$ cat config.mk
export PLATFORM = sky130hd
export DESIGN_NAME = pkt_ingress_dispatch
export DESIGN_NICKNAME = d
export VERILOG_FILES = /design/src/rtl/pkt_ingress_dispatch_pkg.sv /design/src/rtl/pkt_ingress_dispatch_sat_counter.sv /design/src/rtl/pkt_ingress_dispatch.sv
export SDC_FILE = /design/constraint.sdc
export NUM_CORES = 1
export LEC_CHECK = 0
export CAP_MARGIN = 0
export CELL_PAD_IN_SITES_DETAIL_PLACEMENT = 0
export CELL_PAD_IN_SITES_GLOBAL_PLACEMENT = 1
export CORE_AREA = 2 2 221 223
export DETAILED_ROUTE_END_ITERATION = 7
export DIE_AREA = 0 0 223 225
export PLACE_DENSITY_LB_ADDON = 0.1
export SETUP_SLACK_MARGIN = 0.02
export SKIP_CTS_REPAIR_TIMING = 1
export SLEW_MARGIN = 20
export SYNTH_ARGS = -nofsm -noshare
export SYNTH_HDL_FRONTEND = slang
export SYNTH_SLANG_ARGS = --single-unit
$ cat constraint.sdc
create_clock -name clk -period 6.35 [get_ports clk]
set_input_delay 1.5875 -clock clk [delete_from_list [all_inputs] [get_ports clk]]
set_output_delay 1.5875 -clock clk [all_outputs]
set_load 0.005 [all_outputs]
$ cat src/rtl/pkt_ingress_dispatch_pkg.sv
`default_nettype none
// +----------------------------------------------------------------------+
// | pkt_ingress_dispatch_pkg: shared types and helpers for the ingress    |
// | dispatcher. Rev 1.0                                                   |
// +----------------------------------------------------------------------+
package pkt_ingress_dispatch_pkg;

    localparam int DEF_DATA_W  = 256;
    localparam int DEF_NUM_PRI = 8;
    localparam int DEF_PRI_W   = 3;

    typedef enum logic [1:0] {
        ST_IDLE = 2'd0,
        ST_FWD  = 2'd1,
        ST_DROP = 2'd2
    } state_e;

    function automatic logic [DEF_NUM_PRI-1:0] pri_onehot(input logic [DEF_PRI_W-1:0] pri);
        logic [DEF_NUM_PRI-1:0] oh;
        oh      = '0;
        oh[pri] = 1'b1;
        return oh;
    endfunction

endpackage
`default_nettype wire

$ cat src/rtl/pkt_ingress_dispatch_sat_counter.sv
`default_nettype none
// +----------------------------------------------------------------------+
// | sat_counter: statistics counter that sticks at all-ones. Rev 1.0      |
// +----------------------------------------------------------------------+
module sat_counter #(
    parameter int CNT_W = 16
) (
    input  logic             clk,
    input  logic             rst,
    input  logic             inc,
    output logic [CNT_W-1:0] cnt_o
);

    logic [CNT_W-1:0] cnt_q;

    always_ff @(posedge clk) begin
        if (rst) begin
            cnt_q <= '0;
        end else if (inc && (cnt_q != '1)) begin
            cnt_q <= cnt_q + 1'b1;
        end
    end

    assign cnt_o = cnt_q;

endmodule
`default_nettype wire

$ cat src/rtl/pkt_ingress_dispatch.sv
`default_nettype none
// +----------------------------------------------------------------------+
// | pkt_ingress_dispatch: steers whole packets to per-priority FIFOs,     |
// | enforcing framing and dropping into full queues. Rev 1.0              |
// +----------------------------------------------------------------------+
module pkt_ingress_dispatch
    import pkt_ingress_dispatch_pkg::*;
#(
    parameter int DATA_W    = DEF_DATA_W,
    parameter int NUM_PRI   = DEF_NUM_PRI,
    parameter int PRI_W     = DEF_PRI_W,
    parameter int PRI_LSB   = 0,
    parameter int MAX_BEATS = 64,
    parameter int CNT_W     = 16
) (
    input  logic               clk,
    input  logic               rst,
    input  logic               in_sop,
    input  logic               in_eop,
    input  logic               in_vld,
    input  logic [DATA_W-1:0]  in_data,
    input  logic [NUM_PRI-1:0] q_full,
    output logic [NUM_PRI-1:0] q_wr_vld,
    output logic               q_wr_sop,
    output logic               q_wr_eop,
    output logic [DATA_W-1:0]  q_wr_data,
    output logic [CNT_W-1:0]   drop_cnt,
    output logic [CNT_W-1:0]   err_cnt,
    output logic               busy
);

    localparam int BCW = $clog2(MAX_BEATS) + 1;

    state_e             state_q, state_d;
    logic [PRI_W-1:0]   cur_pri_q, cur_pri_d;
    logic [BCW-1:0]     beat_cnt_q, beat_cnt_d;

    logic [NUM_PRI-1:0] wr_vld_q, wr_vld_d;
    logic               wr_sop_q, wr_sop_d;
    logic               wr_eop_q, wr_eop_d;
    logic [DATA_W-1:0]  wr_data_q, wr_data_d;
    logic               drop_inc, err_inc;

    logic [PRI_W-1:0]   w_hdr_pri;
    logic               w_hdr_full;
    logic [BCW-1:0]     w_cnt_inc;
    logic               w_at_max;

    assign w_hdr_pri  = in_data[PRI_LSB +: PRI_W];
    assign w_hdr_full = q_full[w_hdr_pri];
    assign w_cnt_inc  = beat_cnt_q + 1'b1;
    assign w_at_max   = (w_cnt_inc == BCW'(MAX_BEATS));

    always_ff @(posedge clk) begin
        if (rst) begin
            state_q    <= ST_IDLE;
            cur_pri_q  <= '0;
            beat_cnt_q <= '0;
            wr_vld_q   <= '0;
            wr_sop_q   <= 1'b0;
            wr_eop_q   <= 1'b0;
            wr_data_q  <= '0;
        end else begin
            state_q    <= state_d;
            cur_pri_q  <= cur_pri_d;
            beat_cnt_q <= beat_cnt_d;
            wr_vld_q   <= wr_vld_d;
            wr_sop_q   <= wr_sop_d;
            wr_eop_q   <= wr_eop_d;
            wr_data_q  <= wr_data_d;
        end
    end

    // A sop seen in DROP is handled exactly like one seen in IDLE.
    always_comb begin
        state_d    = state_q;
        cur_pri_d  = cur_pri_q;
        beat_cnt_d = beat_cnt_q;
        if (in_vld) begin
            case (state_q)
                ST_FWD: begin
                    if (in_sop) begin
                        state_d = in_eop ? ST_IDLE : ST_DROP;
                    end else begin
                        beat_cnt_d = w_cnt_inc;
                        if (in_eop)        state_d = ST_IDLE;
                        else if (w_at_max) state_d = ST_DROP;
                    end
                end
                default: begin
                    if (in_sop) begin
                        if (w_hdr_full) begin
                            state_d = in_eop ? ST_IDLE : ST_DROP;
                        end else begin
                            cur_pri_d  = w_hdr_pri;
                            beat_cnt_d = BCW'(1);
                            state_d    = in_eop ? ST_IDLE : ST_FWD;
                        end
                    end else if ((state_q == ST_DROP) && in_eop) begin
                        state_d = ST_IDLE;
                    end
                end
            endcase
        end
    end

    always_comb begin
        wr_vld_d  = '0;
        wr_sop_d  = 1'b0;
        wr_eop_d  = 1'b0;
        wr_data_d = '0;
        drop_inc  = 1'b0;
        err_inc   = 1'b0;
        if (in_vld) begin
            case (state_q)
                ST_FWD: begin
                    wr_vld_d  = pri_onehot(cur_pri_q);
                    wr_data_d = in_data;
                    if (in_sop) begin
                        wr_eop_d = 1'b1;
                        err_inc  = 1'b1;
                    end else begin
                        wr_eop_d = in_eop | w_at_max;
                        err_inc  = ~in_eop & w_at_max;
                    end
                end
                default: begin
                    if (in_sop) begin
                        if (w_hdr_full) begin
                            drop_inc = 1'b1;
                        end else begin
                            wr_vld_d  = pri_onehot(w_hdr_pri);
                            wr_sop_d  = 1'b1;
                            wr_eop_d  = in_eop;
                            wr_data_d = in_data;
                        end
                    end else if (state_q == ST_IDLE) begin
                        err_inc = 1'b1;
                    end
                end
            endcase
        end
    end

    sat_counter #(.CNT_W(CNT_W)) u_drop_cnt (
        .clk   (clk),
        .rst   (rst),
        .inc   (drop_inc),
        .cnt_o (drop_cnt)
    );

    sat_counter #(.CNT_W(CNT_W)) u_err_cnt (
        .clk   (clk),
        .rst   (rst),
        .inc   (err_inc),
        .cnt_o (err_cnt)
    );

    assign q_wr_vld  = wr_vld_q;
    assign q_wr_sop  = wr_sop_q;
    assign q_wr_eop  = wr_eop_q;
    assign q_wr_data = wr_data_q;
    assign busy      = (state_q != ST_IDLE);

endmodule
`default_nettype wire
==> impl_metrics.yaml, run 1 <==
sta:
  setup_viol: 0
  fin_skew_ps: 12.4
  max_slew_margin_pct: 42.5
  fin_tns_setup_ps: 0
  rsz0062_at_grt: "false"
  final_max_slew_viol_count: 0
  final_hold_viol_count: 0
  period_needed_ps: 4280
  fmax_mhz: 233
  holdWs_ps: 500
  post-route-period-util_pct: 67.4
  worstMarginPinSlew_ps: 863
  timing.final.ws_setup_ps: 2070
cts:
  cts_buffers: 38
  root_buffer: "clkbuf_16"
  tritoncts: "yes"
  htreeDepth: 2
  cts_buffer_depth: 3
  clkTransAtPathRegs_ps: 60
  clock-sinks: 310
  clk_latency_ps: 550
yosys:
  synth_seq_cells: 310
  ys_seq_area_share_pct: 64.6
  ys_types: 53
  syn_avg_cell_area_um2: 11.0
  synth-edff-count: 0
  synth-simple-area-share_pct: 25.4
  synthCells: 877
  synth_fa_ha_area_share_pct: 0.391
  synth_mux_area_share_pct: 1.02
  synthFlopType: "dfxtp_1"
  synth_compound_area_share_pct: 3.96
  synth_xor_area_share_pct: 1.91
  syn_area_um2: 9610
  synth_top_family_by_area: "simple AND/OR/NAND/NOR gates"
  synth.net_count: 1149
  async_reset_ff_share_pct: 0
  yosys_warnings: 0
place:
  hpwlAfterDp_um: 31900
  port_buffers: 567
  pre_cts_ws_ps: 1500
  dp_cells: 2018
  gp_congestion: 0.843
  placed_area_um2: 15900
job:
  cap_violations: 0
floorplan:
  die_w_um: 223
  die_y_um: 225
  top_level_ports: 568
  fp.dieArea_um2: 50200
  coreArea_um2: 47500
  initial_core_util_pct: 20.2
  fp-row-count: 80
detailed_routing:
  wl_um: 41100
  route.detailed.drc: 0
  via_count: 8049
  ant_nets: 0
  routed_via_density: 3.86
  wire_per_inst_um: 19.7
  drt_iter0_markers: 287
  drtPass1Iterations: 5
power:
  ir_drop_v: 0.000171
  leakage_nw: 6.43
  powerDensity_nw_per_um2: 267
  p_total_mw: 4.59
finish:
  area_growth_pct: 78.8
  drive_gt1_share_pct: 5.10
  postLayoutCoreUtil_pct: 36.1
  post-route-cell-area_um2: 17200
  nNetsFinal: 1715
  final_common_cell: "clkdlybuf4s50_1"
  final_cell_mix: "566 x clkdlybuf4s50_1, 310 x dfxtp_1, 256 x and2_1, 49 x nor2_1, 39 x clkbuf_16"
  finalNonFillerCells: 2086
critical_path:
  required_ps: 6830
  crit_path_end_kind: "flop"
  critPathArrivalTime_ps: 4770
  critPathMaxFanout: 84
  startpoint_type: "input port"
  path_class: "input port to flop"
global_route:
  grt_pass1_vias: 7849
  track_usage_pct: 15.7
  grt_max_degree: 85
  antenna_found_initial: 2
  gr-total-overflow: 0
  grt_pass1_wl_um: 57000
outcome:
  status: "complete, no violations"
hold_path:
  hold_path_class: "flop to flop"
[flip-flops by register name (all words and copies together) (netlist names)]
name              count
q_wr_sop              1
q_wr_data           256
cur_pri_q             3
state_q               2
q_wr_eop              1
u_drop_cnt.cnt_o     16
u_err_cnt.cnt_o      16
beat_cnt_q            7
q_wr_vld              8
[cell families (layout without fill, tap and decap cells)]
logic type | Yosys count | count (layout)
multiplexers | 7 | 7
XOR/XNOR | 21 | 21
AND/OR/NAND/NOR | 420 | 420
AO/OA/AOI/OAI | 60 | 60
adder cells (fa/ha/maj) | 3 | 3
buffers and inverters | 56 | 649
flip-flops | 310 | 310
other | 0 | 1
[layer usage]
| layer | wire [um] | vias to the layer above | share of wire [%] | GRT usage (%) |
|---|---|---|---|---|
| li1 | - | 3975 | - | - |
| met1 | 15400 | 3716 | 38 | 16.7 |
| met2 | 21200 | 297 | 52 | 28.6 |
| met3 | 3240 | 59 | 7.9 | 5.50 |
| met4 | 1210 | 2 | 2.9 | 5.89 |
| met5 | 13 | - | 0.032 | 0 |
[power by group]
| part | switching, mW | total, mW | internal, mW |
|---|---|---|---|
| logic | 0.118 | 0.373 | 0.255 |
| registers | 0.0154 | 2.01 | 1.99 |
| clock network | 0.866 | 2.21 | 1.34 |
[area by class of cell]
class,count,area (um2)
Antenna cell,1,2.50
Clock buffer,61,1170
Clock inverter,6,98.8
Fill cell,4804,30400
Inverter,9,33.8
Multi-Input combinational cell,511,3150
Sequential cell,310,6210
Tap cell,615,769
Timing Repair Buffer,573,5750
[Yosys cell counts (2+ instances only)]
cell	count	area, um2
o21ai_0	12	60.1
nand3_1	18	90.1
nor4b_1	2	17.5
xor2_1	3	26.3
mux2_2	2	22.5
and3_1	4	25.0
clkbuf_2	23	115
buf_4	4	30.0
and4_1	4	35.0
nand2b_1	4	25.0
buf_2	4	20.0
nor2_1	49	184
o21ai_1	2	10.0
nand2_1	27	101
xnor2_1	18	158
a311oi_1	2	17.5
ha_1	3	37.5
a21oi_1	17	85.1
and2_1	256	1600
o32ai_1	5	43.8
inv_1	9	33.8
nor4_1	10	62.6
or3_1	13	81.3
nor2b_1	6	37.5
a31oi_1	8	50.1
nand4_1	6	37.5
clkbuf_1	15	56.3
nor3_1	14	70.1
dfxtp_1	310	6210
nand3b_1	2	15.0
mux2i_1	3	30.0
[worst max-delay path: stages]
cell and delay (ps):
clkdlybuf4s50_1 790, mux2_2 390, mux4_2 570, nor2_4 200, nand2_1 110, a21oi_4 510
buf_12 330, and2_1 180
[path summary, 6_finish.rpt]
path | end | start | slack (ps) | depth (start not counted)
worst max register to register | u_err_cnt.cnt_o[11]$_SDFFE_PP0P_ | beat_cnt_q[3]$_SDFFE_PP0P_ | 3840 | 7
worst min register to register | beat_cnt_q[0]$_SDFFE_PP0P_ | beat_cnt_q[0]$_SDFFE_PP0P_ | 500 | 1
worst max-delay path | q_wr_data[67]$_SDFF_PP0_ | in_data[1] | 2070 | 8
worst min-delay path | beat_cnt_q[0]$_SDFFE_PP0P_ | beat_cnt_q[0]$_SDFFE_PP0P_ | 500 | 1
Note: power is estimated with default switching activity, not from simulation.
==> run 2, diff against run 1 <==
--- a/config.mk
+++ b/config.mk
@@ -8,9 +8,9 @@
 export CAP_MARGIN = 0
 export CELL_PAD_IN_SITES_DETAIL_PLACEMENT = 0
 export CELL_PAD_IN_SITES_GLOBAL_PLACEMENT = 1
-export CORE_AREA = 2 2 221 223
+export CORE_AREA = 2 2 222 224
 export DETAILED_ROUTE_END_ITERATION = 7
-export DIE_AREA = 0 0 223 225
+export DIE_AREA = 0 0 224 226
 export PLACE_DENSITY_LB_ADDON = 0.1
 export SETUP_SLACK_MARGIN = 0.02
 export SKIP_CTS_REPAIR_TIMING = 1
==> constraint.sdc (replaced) <==
create_clock -name clk -period 4.3 [get_ports clk]
set_input_delay 1.075 -clock clk [delete_from_list [all_inputs] [get_ports clk]]
set_output_delay 1.075 -clock clk [all_outputs]
set_load 0.005 [all_outputs]
==> run 2 against run 1 <==
Net effect: die area grew 0.89%; final area up 0.64%; wire length rose by 0.32%; sequential share of layout area fell by 0.23 points; register-to-register slack worse by 2000 ps; sequential cell count did not move; critical path depth grew 1; largest power group unchanged.
==> impl_metrics.yaml, run 2 (same netlist as run 1, synthesis figures left out) <==
cts:
  clkTransAtPathRegs_ps: 50
  tritoncts: "yes"
  clock-sinks: 310
  clk_latency_ps: 540
  cts_buffer_depth: 3
  htreeDepth: 2
  root_buffer: "clkbuf_16"
  cts_buffers: 39
sta:
  post-route-period-util_pct: 76.4
  fmax_mhz: 305
  final_max_slew_viol_count: 0
  rsz0062_at_grt: "false"
  worstMarginPinSlew_ps: 541
  max_slew_margin_pct: 63.0
  fin_tns_setup_ps: 0
  period_needed_ps: 3280
  final_hold_viol_count: 0
  setup_viol: 0
  fin_skew_ps: 10.7
global_route:
  grt_pass1_vias: 8001
  track_usage_pct: 15.8
  grt_pass1_wl_um: 57800
  grt_max_degree: 65
  antenna_found_initial: 10
  gr-total-overflow: 0
floorplan:
  top_level_ports: 568
  initial_core_util_pct: 19.9
  fp-row-count: 81
  die_w_um: 224
  coreArea_um2: 48300
  die_y_um: 226
  fp.dieArea_um2: 50600
power:
  leakage_nw: 6.48
  ir_drop_v: 0.000212
  powerDensity_nw_per_um2: 393
detailed_routing:
  route.detailed.drc: 0
  drtPass1Iterations: 4
  ant_nets: 0
  drt_iter0_markers: 256
  wire_per_inst_um: 19.6
  via_count: 8070
  wl_um: 41200
  routed_via_density: 3.84
place:
  dp_cells: 2033
  placed_area_um2: 16000
  port_buffers: 567
  hpwlAfterDp_um: 32400
  gp_congestion: 0.785
critical_path:
  critPathArrivalTime_ps: 3770
  startpoint_type: "input port"
  rr_worst_depth: 7
  r2r_end: "u_err_cnt.cnt_o[13]$_SDFFE_PP0P_"
  crit_path_end_kind: "flop"
  required_ps: 4780
  reg2reg_from: "beat_cnt_q[3]$_SDFFE_PP0P_"
  reg2reg_slack_ps: 1830
  path_class: "input port to flop"
  critPathMaxFanout: 64
hold_path:
  hold_path_depth: 2
  hold_path_class: "flop to flop"
  holdCritStartpoint: "u_err_cnt.cnt_o[11]$_SDFFE_PP0P_"
  hold_path_end: "u_err_cnt.cnt_o[11]$_SDFFE_PP0P_"
finish:
  area_growth_pct: 80.0
  largest_reg_flops: 256
  final_common_cell: "clkdlybuf4s50_1"
  post-route-cell-area_um2: 17300
  final_cell_mix: "566 x clkdlybuf4s50_1, 310 x dfxtp_1, 256 x and2_1, 49 x nor2_1, 41 x clkbuf_16"
  drive_gt1_share_pct: 5.48
  nNetsFinal: 1724
  finalNonFillerCells: 2104
job:
  cap_violations: 0
outcome:
  status: "complete, no violations"
-- run 2: per-stage QoR --
step                      power, mW  utilization [%]  setup slack [ps]  hold WS [ps]
after floorplan                3.16                -              1440           467
after global placement         3.60             33.1               442           483
after detailed placement       3.60             33.1               414           496
after CTS                      6.96             35.7              1000           505
after global routing           7.12             35.8               812           528
final                          6.80             35.8              1020           501
-- run 2: cell type report --
| cell class | instances | area (um2) |
|---|---|---|
| inverters | 9 | 33.8 |
| diodes | 5 | 12.5 |
| clock inverters | 5 | 90.1 |
| well taps | 622 | 778 |
| fillers | 4890 | 31000 |
| repair buffers | 581 | 5840 |
| clock buffers | 61 | 1190 |
| multi-input cells | 511 | 3140 |
| flip-flops and latches | 310 | 6210 |
-- run 2: worst max-delay path by stage --
| stage | endpoint | depth (start not counted) | from | slack, ps |
|---|---|---|---|---|
| 6_report | q_wr_data[222]$_SDFF_PP0_ | 9 | in_data[1] | 1020 |
| 5_1_grt | q_wr_data[50]$_SDFF_PP0_ | 9 | in_data[1] | 810 |
| 4_1_cts | q_wr_data[222]$_SDFF_PP0_ | 9 | in_data[1] | 1000 |
| 3_5_place_dp | q_wr_data[222]$_SDFF_PP0_ | 9 | in_data[1] | 410 |
| 3_3_place_gp | q_wr_data[218]$_SDFF_PP0_ | 9 | in_data[1] | 440 |
| 2_1_floorplan | q_wr_data[1]$_SDFF_PP0_ | 8 | in_data[1] | 1440 |
-- run 2: critical path: stages --
cell and delay (ps):
clkdlybuf4s50_1 530, mux2_2 360, mux4_2 560, nor2_4 200, nand2_1 110, a21oi_4 200, buf_12 240, buf_4 290
and2_1 160
-- run 2: power breakdown --
group	internal, mW	total [mW]	leakage [nW]	switching (mW)
Combinational	0.384	0.563	3.35	0.179
Clock	2.02	3.27	0.629	1.25
Sequential	2.95	2.97	2.51	0.0234
-- run 2: per-layer routing --
| layer | part of all wire, % | vias up | global-route usage [%] |
|---|---|---|---|
| li1 | - | 3988 | - |
| met1 | 37 | 3699 | 17.0 |
| met2 | 51 | 306 | 27.6 |
| met3 | 9.2 | 67 | 6.97 |
| met4 | 2.8 | 10 | 5.16 |
| met5 | 0.17 | - | 0 |
==> run 3, diff against run 2 <==
==> constraint.sdc (replaced) <==
create_clock -name clk -period 2.9 [get_ports clk]
set_input_delay 0.725 -clock clk [delete_from_list [all_inputs] [get_ports clk]]
set_output_delay 0.725 -clock clk [all_outputs]
set_load 0.005 [all_outputs]
==> run 3 against run 2 <==
Net effect: highest routed layer unchanged; critical endpoint is now q_wr_data[182]$_SDFF_PP0_; non-clock buffer count is 20 higher; register-to-register slack worse by 1200 ps; largest cell class unchanged; largest power group unchanged; final area is 0.17% higher.
==> impl_metrics.yaml, run 3 (same netlist as run 1, synthesis figures left out) <==
sta:
  worstMarginPinSlew_ps: 553
  post-route-period-util_pct: 92.9
  fin_skew_ps: 10.2
  rsz0062_at_grt: "false"
  setup_viol: 0
  max_slew_margin_pct: 62.2
  final_max_slew_viol_count: 0
  fmax_mhz: 371
  final_hold_viol_count: 0
  period_needed_ps: 2690
  fin_tns_setup_ps: 0
job:
  cap_violations: 0
finish:
  area_growth_pct: 80.3
  final_common_cell: "clkdlybuf4s50_1"
  nNetsFinal: 1744
  drive_gt1_share_pct: 6.56
  largest_reg_flops: 256
  final_cell_mix: "566 x clkdlybuf4s50_1, 310 x dfxtp_1, 256 x and2_1, 49 x nor2_1, 39 x clkbuf_16"
  postLayoutCoreUtil_pct: 35.8
detailed_routing:
  routed_via_density: 3.81
  route.detailed.drc: 0
  wl_um: 41000
  wire_per_inst_um: 19.4
  drt_iter0_markers: 195
  ant_nets: 0
  via_count: 8058
  drtPass1Iterations: 4
power:
  internal_power_mw: 7.59
  ir_drop_v: 0.000304
  comb_power_share_pct: 8.9
  switching_power_mw: 2.13
  p_total_mw: 9.73
  leakage_nw: 6.52
  power.share.sequential_pct: 45.2
  powerDensity_nw_per_um2: 561
  switching_share_pct: 21.9
  p_clk_share_pct: 45.9
global_route:
  track_usage_pct: 15.5
  gr-total-overflow: 0
  grt_pass1_vias: 7815
  antenna_found_initial: 5
  grt_pass1_wl_um: 56800
  grt_max_degree: 57
floorplan:
  initial_core_util_pct: 19.9
  coreArea_um2: 48300
  fp-row-count: 81
  fp.dieArea_um2: 50600
  die_w_um: 224
  top_level_ports: 568
  die_y_um: 226
cts:
  cts_buffer_depth: 3
  clk_latency_ps: 540
  clock-sinks: 310
  tritoncts: "yes"
  clkTransAtPathRegs_ps: 50
  root_buffer: "clkbuf_16"
  htreeDepth: 2
  cts_buffers: 39
hold_path:
  hold_path_class: "flop to flop"
  holdCritStartpoint: "beat_cnt_q[2]$_SDFFE_PP0P_"
place:
  hpwlAfterDp_um: 32400
  port_buffers: 567
  gp_congestion: 0.791
critical_path:
  crit_top_cell: "buf_12"
  reg2reg_from: "beat_cnt_q[3]$_SDFFE_PP0P_"
  cp-startpoint: "in_data[1]"
  slowest_delay_ps: 570
  critPathArrivalTime_ps: 3180
  startpoint_type: "input port"
  required_ps: 3380
  crit_path_end_kind: "flop"
  crit_path_top_delay_cell: "mux4_2"
  path_class: "input port to flop"
  cp_num_buf_inv: 3
  critPathMaxFanout: 56
  path_delay_family: "multiplexers"
  worstPathCellList: "clkdlybuf4s50_1, mux2_2, mux4_2, nor2_4, nand2_1, a21oi_4, buf_12, buf_12, and2_1"
outcome:
  status: "complete, no violations"
[run 3: cell count changes in the layout (fill, tap and decap cells not counted), sizes merged]
| cell | before | now |
|---|---|---|
| buf | 15 | 35 |
| clkinvlp | 0 | 1 |
| diode | 5 | 1 |
| clkbuf | 61 | 56 |
| clkinv | 2 | 4 |
| bufinv | 2 | 0 |
[run 3: per-stage QoR]
step / hold slack (ps) / cells / setup slack (ps) / area [um2]
finish: 504 / 2116 / 205 / 17300
global route: 534 / 2115 / 81.1 / 17300
CTS: 500 / 2115 / 208 / 17300
detailed placement: 491 / 2053 / -369 / 16200
global placement: 483 / 2053 / -341 / 16200
floorplan: 467 / 877 / 391 / 9610
[run 3: worst register-to-register path, stage by stage, from the launching register on]
cell	delay, ps
dfxtp_1	450
nand3_1	260
xnor2_1	310
a41oi_1	180
or3_1	510
or3_1	380
a21oi_1	140
[run 3: worst paths after layout]
kind / end / slack, ps / cells after the start
max: q_wr_data[182]$_SDFF_PP0_ / 210 / 9
min: beat_cnt_q[2]$_SDFFE_PP0P_ / 500 / 2
max reg2reg: u_err_cnt.cnt_o[11]$_SDFFE_PP0P_ / 590 / 6
min reg2reg: beat_cnt_q[2]$_SDFFE_PP0P_ / 500 / 2
[run 3: final cells by class]
type	instances	area, um2
antenna	1	2.50
clock buffer	56	1110
clock inverter	6	36.3
fill	4857	31000
inverter	9	33.8
multi-input combinational	511	3140
sequential	310	6210
tap	622	778
timing repair buffer	601	6010
[run 3: power groups by stage]
stage               combinational [mW]  sequential, mW  clock [mW]
floorplan                        0.181            4.50           0
global placement                 0.882            4.49           0
detailed placement               0.878            4.49           0
CTS                              0.885            4.40        4.65
global route                     0.934            4.41        4.81
finish                           0.867            4.40        4.46
[run 3: routing by layer]
layer / wire [um] / GRT usage, % / share of wire, % / vias up
li1: - / - / - / 4017
met1: 15300 / 16.7 / 37 / 3668
met2: 21100 / 27.8 / 52 / 306
met3: 3760 / 6.54 / 9.2 / 59
met4: 709 / 4.30 / 1.7 / 8
met5: 49 / 0 / 0.12 / -
